`src/rtl/c7b_biu_pkg.sv`:
```
// Shared encodings for the c7b bus-interface read arbiter: FSM states, owner IDs, bus size codes.
package c7b_biu_pkg;

  typedef enum logic [1:0] {
    ST_IDLE = 2'd0,
    ST_ADDR = 2'd1,
    ST_DATA = 2'd2,
    ST_RESP = 2'd3
  } arb_state_e;

  typedef enum logic [1:0] {
    OWN_NONE = 2'd0,
    OWN_IFU  = 2'd1,
    OWN_LSU  = 2'd2
  } arb_owner_e;

  localparam logic [1:0] SIZE_BYTE = 2'd0;
  localparam logic [1:0] SIZE_HALF = 2'd1;
  localparam logic [1:0] SIZE_WORD = 2'd2;

endpackage

```
`src/rtl/c7b_arb_starve_cnt.sv`:
```
// IFU starvation guard: counts LSU grants taken while IFU waits, saturating at LIMIT;
// force_ifu tells the arbiter to hand the next contested grant to IFU.
module c7b_arb_starve_cnt #(
  parameter int unsigned LIMIT = 4
) (
  input  logic clk,
  input  logic reset,
  input  logic lsu_grant,
  input  logic ifu_grant,
  input  logic ifu_waiting,
  output logic force_ifu
);
  import c7b_biu_pkg::*;

  localparam int unsigned CW = $clog2(LIMIT + 1);

  logic [CW-1:0] cnt_q, cnt_d;

  always_comb begin
    cnt_d = cnt_q;
    if (ifu_grant) begin
      cnt_d = '0;
    end else if (lsu_grant && ifu_waiting && (cnt_q != CW'(LIMIT))) begin
      cnt_d = cnt_q + 1'b1;
    end
  end

  always_ff @(posedge clk) begin
    if (reset) begin
      cnt_q <= '0;
    end else begin
      cnt_q <= cnt_d;
    end
  end

  assign force_ifu = (cnt_q == CW'(LIMIT));

endmodule

```
`src/rtl/c7b_biu_rd_arb.sv`:
```
// Read-port arbiter (LSU over IFU) for the single c7b bus read channel, one transaction in flight.
// Optional IFU starvation guard enabled by defining C7B_ARB_STARVE_GUARD_EN.
module c7b_biu_rd_arb #(
  parameter int unsigned AW           = 32,
  parameter int unsigned DW           = 32,
  parameter int unsigned STARVE_LIMIT = 4
) (
  input  logic          clk,
  input  logic          reset,
  input  logic          flush,
  input  logic          ifu_req_valid,
  output logic          ifu_req_ready,
  input  logic [AW-1:0] ifu_req_addr,
  output logic          ifu_resp_valid,
  output logic [DW-1:0] ifu_resp_data,
  input  logic          lsu_req_valid,
  output logic          lsu_req_ready,
  input  logic [AW-1:0] lsu_req_addr,
  input  logic [1:0]    lsu_req_size,
  output logic          lsu_resp_valid,
  output logic [DW-1:0] lsu_resp_data,
  output logic          ar_valid,
  input  logic          ar_ready,
  output logic [AW-1:0] ar_addr,
  output logic [1:0]    ar_size,
  input  logic          r_valid,
  output logic          r_ready,
  input  logic [DW-1:0] r_data
);
  import c7b_biu_pkg::*;

  arb_state_e    state_q, state_d;
  arb_owner_e    owner_q, owner_d;
  logic          drop_q,  drop_d;
  logic [AW-1:0] addr_q,  addr_d;
  logic [1:0]    size_q,  size_d;
  logic [DW-1:0] data_q,  data_d;

  logic force_ifu;
  logic ifu_gnt;
  logic lsu_gnt;

`ifdef C7B_ARB_STARVE_GUARD_EN
  c7b_arb_starve_cnt #(
    .LIMIT(STARVE_LIMIT)
  ) u_starve_cnt (
    .clk        (clk),
    .reset      (reset),
    .lsu_grant  (lsu_gnt),
    .ifu_grant  (ifu_gnt),
    .ifu_waiting(ifu_req_valid),
    .force_ifu  (force_ifu)
  );
`else
  // Strict LSU priority; STARVE_LIMIT is at least 1 so this is constant 0.
  assign force_ifu = (STARVE_LIMIT == 0);
`endif

  always_comb begin
    ifu_gnt = 1'b0;
    lsu_gnt = 1'b0;
    if ((state_q == ST_IDLE) && !reset) begin
      if (ifu_req_valid && !flush && (force_ifu || !lsu_req_valid)) begin
        ifu_gnt = 1'b1;
      end else if (lsu_req_valid) begin
        lsu_gnt = 1'b1;
      end
    end
  end

  always_comb begin
    state_d = state_q;
    owner_d = owner_q;
    drop_d  = drop_q;
    addr_d  = addr_q;
    size_d  = size_q;
    data_d  = data_q;
    unique case (state_q)
      ST_IDLE: begin
        drop_d = 1'b0;
        if (lsu_gnt) begin
          owner_d = OWN_LSU;
          addr_d  = lsu_req_addr;
          size_d  = lsu_req_size;
          state_d = ST_ADDR;
        end else if (ifu_gnt) begin
          owner_d = OWN_IFU;
          addr_d  = ifu_req_addr;
          size_d  = SIZE_WORD;
          state_d = ST_ADDR;
        end
      end
      ST_ADDR: begin
        if (ar_ready) state_d = ST_DATA;
      end
      ST_DATA: begin
        if (r_valid) begin
          data_d  = r_data;
          state_d = ST_RESP;
        end
      end
      ST_RESP: begin
        state_d = ST_IDLE;
        owner_d = OWN_NONE;
        drop_d  = 1'b0;
      end
      default: state_d = ST_IDLE;
    endcase
    // The bus beat is still consumed after a redirect; only the fetch response is dropped.
    if (flush && (owner_q == OWN_IFU) && ((state_q == ST_ADDR) || (state_q == ST_DATA))) begin
      drop_d = 1'b1;
    end
  end

  always_ff @(posedge clk) begin
    if (reset) begin
      state_q <= ST_IDLE;
      owner_q <= OWN_NONE;
      drop_q  <= 1'b0;
      addr_q  <= '0;
      size_q  <= '0;
      data_q  <= '0;
    end else begin
      state_q <= state_d;
      owner_q <= owner_d;
      drop_q  <= drop_d;
      addr_q  <= addr_d;
      size_q  <= size_d;
      data_q  <= data_d;
    end
  end

  assign ifu_req_ready  = ifu_gnt;
  assign lsu_req_ready  = lsu_gnt;

  assign ar_valid       = (state_q == ST_ADDR);
  assign ar_addr        = ar_valid ? addr_q : '0;
  assign ar_size        = ar_valid ? size_q : '0;
  assign r_ready        = (state_q == ST_DATA);

  assign ifu_resp_valid = (state_q == ST_RESP) && (owner_q == OWN_IFU) && !drop_q;
  assign lsu_resp_valid = (state_q == ST_RESP) && (owner_q == OWN_LSU);
  assign ifu_resp_data  = ifu_resp_valid ? data_q : '0;
  assign lsu_resp_data  = lsu_resp_valid ? data_q : '0;

endmodule

```
`config.mk`:
```
export PLATFORM = sky130hd
export DESIGN_NAME = c7b_biu_rd_arb
export DESIGN_NICKNAME = d
export VERILOG_FILES = /design/src/rtl/c7b_biu_pkg.sv /design/src/rtl/c7b_arb_starve_cnt.sv /design/src/rtl/c7b_biu_rd_arb.sv
export SDC_FILE = /design/constraint.sdc
export NUM_CORES = 1
export LEC_CHECK = 0
export ABC_AREA = 1
export CORE_ASPECT_RATIO = 1.2
export CORE_MARGIN = 1
export CORE_UTILIZATION = 41
export DETAILED_ROUTE_END_ITERATION = 10
export GPL_ROUTABILITY_DRIVEN = 0
export PLACE_DENSITY_LB_ADDON = 0.12
export SKIP_LAST_GASP = 1
export SLEW_MARGIN = 20
export SYNTH_ARGS = -nofsm -noshare
export SYNTH_HDL_FRONTEND = slang
export SYNTH_HIERARCHICAL = 1
export SYNTH_SLANG_ARGS = --single-unit
```
`constraint.sdc`:
```
create_clock -name clk -period 3.25 [get_ports clk]
set_input_delay 0.4875 -clock clk [delete_from_list [all_inputs] [get_ports clk]]
set_output_delay 0.4875 -clock clk [all_outputs]
set_load 0.02 [all_outputs]
```
==> results.yml <==
run_status:
  outcome: "finished, final reports clean"
floorplan:
  core_area_um2: 8564
  die_h_um: 104.7
  dieArea_um2: 9175
  rows: 37
  die_x_um: 87.61
  initial_utilization: 0.4210
  io_pins: 209
cells_and_area:
  num-nets-final: 886
  multi_input_area_um2: 1698
  antennaDiodeCount: 0
  layout-drive-gt1-share: 0.04353
  layout_common_cells: "208 x clkdlybuf4s50_1, 138 x nand2_1, 134 x nor2_1"
  nFillCells: 736
  final_common_cell: "clkdlybuf4s50_1"
  area_growth_pct: 65.51
  register_area_um2: 1421
clocking:
  clock_path_buffers: 2
  cts_buffers: 9
  clock_sinks: 71
  cts_tree: "done"
  h-tree-depth: 3
  insertion_delay_ps: 350
  clockRootBuffer: "clkbuf_8"
  holdBufCountCts: 0
  clkTransAtPathRegs_ps: 80
timing:
  relSlewSlack: 0.3767
  tightestPinTransition_ps: 931.4
  setup_tns_ps: 0
  fin_crit_ps: 3037
  hold_viol: 0
  drv_slew: 0
  max_freq_mhz: 329.3
  fin_crit_sh: 0.9344
  final.setup_skew_ps: 9.454
  setup_viol: 0
  grt_setup_unrepaired: "no"
placed_design:
  portBuffers: 208
  hpwl_um: 7945
setup_path:
  cp.required_ps: 2760
  critical_path.max_fanout: 21
  arrival_ps: 2550
  path_class: "reg2out"
  end_kind: "output port"
  start_kind: "register"
synth:
  yosysWarnings: 6
  seq_area_frac_synth: 0.3942
  syn_area_um2: 3606
  synth_nets: 692
  synth_area_per_cell_um2: 6.196
  synth_cells: 582
  synth-seq-cells: 71
  synth_cell_types: 23
global_route:
  overflow: 0
  grt_max_degree: 65
  antenna_found_initial: 0
  track_usage: 0.2323
  grt_first_pass_wirelength_um: 16650
  grt_pass1_vias: 3610
hold_path:
  hold_class: "reg2reg"
power_and_ir_drop:
  p_leak_nw: 2.627
  p_per_area_nw_per_um2: 508.1
  p_total_mw: 3.033
  ir_worst_vdd_v: 0.0002532
route:
  vias_per_cell: 4.594
  detail-route-antenna-nets: 0
  drc: 0
  vias: 4125
  drt_iter0_drc: 143
  wl_per_cell_um: 11.98
  drt-total-wl_um: 10760
  drt-pass1-iter-count: 6
flow_run:
  max_cap_violations: 0
## metal layers
layer  vias up  GRT usage  part of all wire
li1       2143          -                 -
met1      1815     0.2682              0.41
met2       154     0.4035              0.49
met3        13    0.07109             0.083
met4         0    0.07143             0.015
met5         -          0                 0
## sequential cells by signal, summed over array words and instances, names as in the netlist
register  flops
addr_q       32
owner_q       2
data_q       32
size_q        2
drop_q        1
state_q       2
## synthesized netlist by cell type
cell type  count  area share
nand2_1      138        0.14
buf_4          2      0.0042
a21oi_1       37       0.051
o21ai_0       50       0.069
o22ai_1        1      0.0017
dfxtp_1       71        0.39
nor2_4         1      0.0031
clkbuf_1      22       0.023
o21ai_1       15       0.021
nand4_1        1      0.0017
nand3_1        4      0.0056
buf_6          3      0.0094
buf_2          8       0.011
nor3_1         1      0.0014
clkinv_4       1      0.0024
nand2_4        1      0.0031
o211ai_1       2      0.0042
nor2_1       134        0.14
ha_1           5       0.017
a211oi_1       1      0.0021
inv_2          2      0.0021
inv_1         81       0.084
o21ai_4        1      0.0045
## path summary, 6_finish.rpt
path | to | start | slack [ps] | cells after the start
worst max-delay path | ifu_resp_data[7] | state_q[0]$_SDFFE_PP0P_ | 210 | 5
worst min-delay path | drop_q$_SDFFE_PP0P_ | drop_q$_SDFFE_PP0P_ | 470 | 2
worst max register to register | addr_q[13]$_SDFFE_PP0P_ | state_q[0]$_SDFFE_PP0P_ | 1030 | 8
worst min register to register | drop_q$_SDFFE_PP0P_ | drop_q$_SDFFE_PP0P_ | 470 | 2
## what timing repair did
item | in CTS | in global routing
buffers inserted | 0 | 2
resized for setup | 0 | 3
setup endpoints to repair | 0 | 32
## cell type report
class                           instances  area share
Multi-Input combinational cell        392      0.2845
Sequential cell                        71      0.2382
Tap cell                              117     0.02453
Timing Repair Buffer                  217      0.3602
Timing Repair inverter                  1    0.001258
Inverter                               84     0.05430
Clock buffer                           10     0.02306
Clock inverter                          6     0.01405
## stage by stage
stage	hold WS, ps	area [um^2]	setup slack [ps]	std cells	utilization
4_1_cts	469.6	5937	158.8	895	0.6932
2_1_floorplan	434.5	3606	936.6	582	-
5_1_grt	506.1	5968	18.15	898	0.6969
6_report	469.4	5968	213.3	898	0.6969
3_5_place_dp	453.0	5715	465.8	879	0.6673
3_3_place_gp	450.1	5715	546.5	879	0.6673
## power breakdown
| group | leakage (nW) | internal [mW] | switching, mW |
|---|---|---|---|
| logic | 1.93 | 0.448 | 0.687 |
| clock network | 0.116 | 0.450 | 0.328 |
| registers | 0.581 | 1.04 | 0.0748 |
| total | 2.63 | 1.94 | 1.09 |
## critical path, cell delays in order (launching register included)
cell and delay (ps):
dfxtp_1 400, ha_1 190, nand4_1 460, buf_4 410
nor2_1 120, clkdlybuf4s50_1 620
## kinds of logic after synthesis
| family | count (synthesis) | synth area share |
|---|---|---|
| AND/OR/NAND/NOR | 280 | 0.2981 |
| AO/OA/AOI/OAI | 107 | 0.1541 |
| adder cells (fa/ha/maj) | 5 | 0.01735 |
| flip-flops | 71 | 0.3942 |
| buffers and inverters | 119 | 0.1364 |
(Power assumes the default switching activity.)
